==> src/rtl/fetch_pipe_ctrl.sv <==
// Front-of-pipe control for the 5-stage RISC-V core: PC, IF/ID and ID/EX registers,
// with load-use stalls, bubbles, EX redirect flushes and saturating perf counters.
module fetch_pipe_ctrl #(
    parameter int              XLEN     = 32,
    parameter logic [XLEN-1:0] RESET_PC = '0,
    parameter int              CTRL_W   = 8,
    parameter int              CNT_W    = 16
) (
    input  logic              clk,
    input  logic              reset,
    input  logic              pcWrite,
    input  logic              write_IFID,
    input  logic              mux_IDEX,
    input  logic              branchTaken_EX,
    input  logic [XLEN-1:0]   branchTarget_EX,
    input  logic [31:0]       instr_IM,
    input  logic [CTRL_W-1:0] ctrl_ID,
    output logic [XLEN-1:0]   pc_IF,
    output logic [XLEN-1:0]   pc_IFID,
    output logic [31:0]       instr_IFID,
    output logic              valid_IFID,
    output logic [XLEN-1:0]   pc_IDEX,
    output logic [CTRL_W-1:0] ctrl_IDEX,
    output logic              valid_IDEX,
    output logic [CNT_W-1:0]  stallCount,
    output logic [CNT_W-1:0]  flushCount
);
    localparam logic [31:0] NOP_INSTR = 32'h0000_0013;

    // Index 0 counts stall cycles, index 1 counts redirects; a redirect during a stall is a flush only.
    logic [1:0]           countEvent;
    logic [2*CNT_W-1:0]   countFlat;

    assign countEvent = {branchTaken_EX, ~pcWrite & ~branchTaken_EX};

    always_ff @(posedge clk) begin
        if (reset) begin
            pc_IF <= RESET_PC;
        end else if (branchTaken_EX) begin
            pc_IF <= branchTarget_EX;
        end else if (pcWrite) begin
            pc_IF <= pc_IF + XLEN'(4);
        end
    end

    always_ff @(posedge clk) begin
        if (reset || branchTaken_EX) begin
            pc_IFID    <= '0;
            instr_IFID <= NOP_INSTR;
            valid_IFID <= 1'b0;
        end else if (write_IFID) begin
            pc_IFID    <= pc_IF;
            instr_IFID <= instr_IM;
            valid_IFID <= 1'b1;
        end
    end

    always_ff @(posedge clk) begin
        if (reset || branchTaken_EX || !mux_IDEX) begin
            pc_IDEX    <= '0;
            ctrl_IDEX  <= '0;
            valid_IDEX <= 1'b0;
        end else begin
            pc_IDEX    <= pc_IFID;
            ctrl_IDEX  <= valid_IFID ? ctrl_ID : '0;
            valid_IDEX <= valid_IFID;
        end
    end

    generate
        for (genvar gi = 0; gi < 2; gi++) begin : genCounter
            logic [CNT_W-1:0] countReg;

            always_ff @(posedge clk) begin
                if (reset) begin
                    countReg <= '0;
                end else if (countEvent[gi] && (countReg != {CNT_W{1'b1}})) begin
                    countReg <= countReg + CNT_W'(1);
                end
            end

            assign countFlat[gi*CNT_W +: CNT_W] = countReg;
        end
    endgenerate

    assign stallCount = countFlat[0 +: CNT_W];
    assign flushCount = countFlat[CNT_W +: CNT_W];

endmodule

==> config.mk <==
export PLATFORM = sky130hd
export DESIGN_NAME = fetch_pipe_ctrl
export DESIGN_NICKNAME = d
export VERILOG_FILES = /design/src/rtl/fetch_pipe_ctrl.sv
export SDC_FILE = /design/constraint.sdc
export NUM_CORES = 1
export LEC_CHECK = 0
export CORE_ASPECT_RATIO = 1.4
export CORE_MARGIN = 2
export CORE_UTILIZATION = 35
export DETAILED_ROUTE_END_ITERATION = 16
export GPL_TIMING_DRIVEN = 0
export PLACE_DENSITY = 0.68
export SETUP_SLACK_MARGIN = 0.5
export SYNTH_ARGS = -nofsm -noshare
export SYNTH_HDL_FRONTEND = slang
export SYNTH_SLANG_ARGS = --single-unit
==> constraint.sdc <==
create_clock -name clk -period 3.25 [get_ports clk]
set_clock_uncertainty 0.1 [all_clocks]
set_input_delay 0.65 -clock clk [delete_from_list [all_inputs] [get_ports clk]]
set_output_delay 0.65 -clock clk [all_outputs]
set_load 0.005 [all_outputs]
==> metrics.md <==
| Metric | Value |
|---|---|
| Largest net degree at the start of global routing | `19` |
| Buffers added on ports | `roughly 240` |
| Place WS | `approximately 0.38 ns` |
| Die span in x | `122.2 µm` |
| Worst Path Max Fanout | `10` |
| Top cells by count, synth | `dfxtp_1, nor2_1, mux2i_1` |
| Fraction of registers with async set/reset | `0%` |
| Yosys top cell by area | `dfxtp_1` |
| Pwr/cell area | `454.2 nW/µm²` |
| CTS Buf Count | `17` |
| Final TNS setup | `0 ns` |
| Global placement routability congestion | `~0.85` |
| FMAX | `a little over 400 MHz` |
| Initial antenna violation count | `1` |
| Post-Syn Instances | `about 730` |
| Antenna Violating Nets Remaining | `0` |
| CORE AREA | `just under 20000 µm²` |
| P&R area growth vs syn | `48.73%` |
| CTS tree | `built` |
| CP Data Required Time | `approximately 3.5 ns` |
| Number of enable flip-flop cells after synthesis | `0` |
| Clock transition at the registers of the reported paths | `~0.07 ns` |
| M1 WL | `around 8.2 mm` |
| Met2 wire len | `11.44 mm` |
| Register area share after synthesis | `49.70%` |
| DP HPWL | `between 15 and 20 mm` |
| Layout fillers | `roughly 1800` |
| Worst setup endpoint | `pc_IF[19]` |
| Unrepaired setup endpoints after global routing | `false` |
| CP Class | `in -> reg` |
| Most frequent cell after synthesis | `dfxtp_1` |
| DR vias | `around 6500` |
| Nets | `~1100` |
| Top FF cell, synth | `dfxtp_1` |
| Status | `finished clean` |
| Die H | `between 150 and 200 µm` |
| Grt ovf | `0` |
| FF-to-FF End | `pc_IF[28]` |
| Sw power | `0.001219 W` |
| Yosys reg bits | `170` |
| Final worst setup slack | `0.7660 ns` |
| # IOs | `between 200 and 250` |
| Switching share of power | `a little over a quarter` |
| Post-synth top area share | `49.70%` |
| Clk sinks | `between 150 and 200` |
| Setup-failing EPs final | `0` |
| Met3 WL post-DR | `between 1.5 and 2 mm` |
| Crit start category | `input pin` |
| Clk network pwr share | `between 40% and 50%` |
| Post_cts resized | `0` |
| Synth Warn # | `0` |
| Hold Buf Count CTS | `0` |
| Comb pwr share | `9.4%` |
| Period utilisation layout | `roughly three quarters` |
| Max VDD drop | `about 320 µV` |
| CP startpoint | `pcWrite` |
| # H-tree levels | `4` |
| All-Layer GR Usage | `20.65%` |
| Slack of the worst reg-to-reg path | `a little under 1 ns` |
| Die area | `~21000 µm²` |
| Sequential share of power | `47.7%` |
| Drt via density | `5.164` |
| CP endpoint kind | `flop` |
| Setup bufs post-CTS | `0` |
| Layout cells sized above 1 | `around 4.9%` |
| WL/cell | `17.40 µm` |
| Reg-to-Reg Start | `pc_IF[2]` |
| R2R cell count | `6` |
| DRC | `0` |
| HP Class | `reg -> reg` |
| Syn_area_per_cell | `around 9.3 µm²` |
| Root Buffer | `clkbuf_16` |
| Post-Syn Area | `just under 7000 µm²` |
| Int Power | `between 0.003 and 0.004 W` |
| Top cells by area, synth | `dfxtp_1, mux2i_1, nor2_1` |
| Max-slew violations | `0` |
| Max Root-Sink Buffers | `2` |
| TritonRoute pass-1 iters | `5` |
| Highest Signal Layer | `met4` |
| WL final | `21.90 mm` |
| Final Hold Fails | `0` |
| Slew @ Worst Pin | `between 0.9 and 1 ns` |
| Tmin final | `between 2 and 2.5 ns` |
| DRT iter0 DRCs | `roughly 320` |
| Initial Util | `a little over a third` |
| Final std cells w/o fill | `1259` |
| Worst skew pair latency | `roughly 0.43 ns` |
| Vias in the first global route | `6229` |
| FP Rows | `60` |
| Max-slew headroom | `around two fifths` |
| Yosys cell types | `between 40 and 50` |
| First-pass GRT wire length | `around 33 mm` |
| Mapped Nets | `about 820` |
| Lkg Pwr | `3.787 nW` |
| Placed cell count | `1226` |
| Crit path arrival time | `2.71 ns` |
| Max cap viols | `0` |
==> through the flow <==
| stage | area (µm²) | total power [W] | utilization, % | hold slack [ns] |
|---|---|---|---|---|
| after floorplan | 6848 | 0.002412 | - | 0.3668 |
| after global routing | 10180 | 0.004797 | 52.99 | 0.3922 |
| after CTS | 10180 | 0.004666 | 52.98 | 0.3795 |
| after detailed placement | 9600 | 0.002691 | 49.95 | 0.3622 |
| after global placement | 9600 | 0.002684 | 49.95 | 0.3526 |
| final | 10180 | 0.004626 | 52.99 | 0.3824 |
==> power groups by stage <==
stage	registers, W	logic, W	clock network, W
after floorplan	0.00224	0.000175	0
after global placement	0.00225	0.000433	0
after detailed placement	0.00225	0.000438	0
after CTS	0.00221	0.000440	0.00202
after global routing	0.00221	0.000475	0.00211
final	0.00221	0.000434	0.00199
==> worst max-delay path, cell delays in order <==
cell and delay [ns]:
clkdlybuf4s50_1 0.48, buf_2 0.23, nand4_1 0.22, nor4_1 0.70
nand3_1 0.15, a211o_1 0.27
==> worst min-delay path by stage <==
stage / start / end / slack, ns / depth (start not counted)
global route: instr_IFID[1] / instr_IFID[1] / 0.39 / 2
detailed placement: instr_IFID[1] / instr_IFID[1] / 0.36 / 2
global placement: instr_IFID[1] / instr_IFID[1] / 0.35 / 2
CTS: instr_IFID[1] / instr_IFID[1] / 0.38 / 2
floorplan: instr_IFID[0] / instr_IFID[0] / 0.37 / 2
finish: instr_IFID[1] / instr_IFID[1] / 0.38 / 2
==> logic make-up (layout without fill, tap and decap cells) <==
group	after synthesis	after routing	synth area share [%]
adder cells (fa/ha/maj)	3	3	0.5482
flip-flops	170	170	49.70
AO/OA/AOI/OAI	101	101	9.629
XOR/XNOR	13	13	1.663
multiplexers	73	73	10.71
other	0	1	0
AND/OR/NAND/NOR	315	315	24.39
buffers and inverters	59	335	3.362
==> cell type report <==
cell class,instances,area (µm²),area share (%)
buffer,48,188.9,1.855
multi-input combinational,505,3214,31.56
clock inverter,15,156.4,1.536
sequential,170,3403,33.42
antenna,1,2.502,0.02457
timing repair buffer,244,2442,23.98
tap,248,310.3,3.047
inverter,11,41.29,0.4054
clock buffer,17,425.4,4.177
==> cell usage in the layout, fill, tap and decap left out, drive strengths merged, types with 10 or more instances in the layout <==
master | netlist | routed
o31ai | 21 | 21
buf | 15 | 15
or4 | 24 | 24
nand3 | 24 | 24
inv | 11 | 17
mux2i | 71 | 71
clkdlybuf4s50 | 0 | 244
a21oi | 35 | 35
dfxtp | 170 | 170
nor3 | 10 | 10
or3 | 12 | 12
nand4 | 20 | 20
nor2 | 104 | 104
and4 | 10 | 10
nand2 | 38 | 38
o21ai | 10 | 10
and3 | 39 | 39
clkbuf | 33 | 50
==> sequential cells by signal (all words and copies together) (netlist names) <==
| name | cells |
|---|---|
| instr_IFID | 32 |
| pc_IFID | 32 |
| valid_IFID | 1 |
| pc_IDEX | 32 |
| flushCount | 16 |
| valid_IDEX | 1 |
| ctrl_IDEX | 8 |
| pc_IF | 32 |
| stallCount | 16 |
==> per-layer routing <==
layer,vias to the layer above,GRT usage [%]
li1,3187,-
met1,3059,21.86
met2,219,38.00
met3,36,5.914
met4,0,7.946
met5,-,0
(Power assumes the default switching activity.)
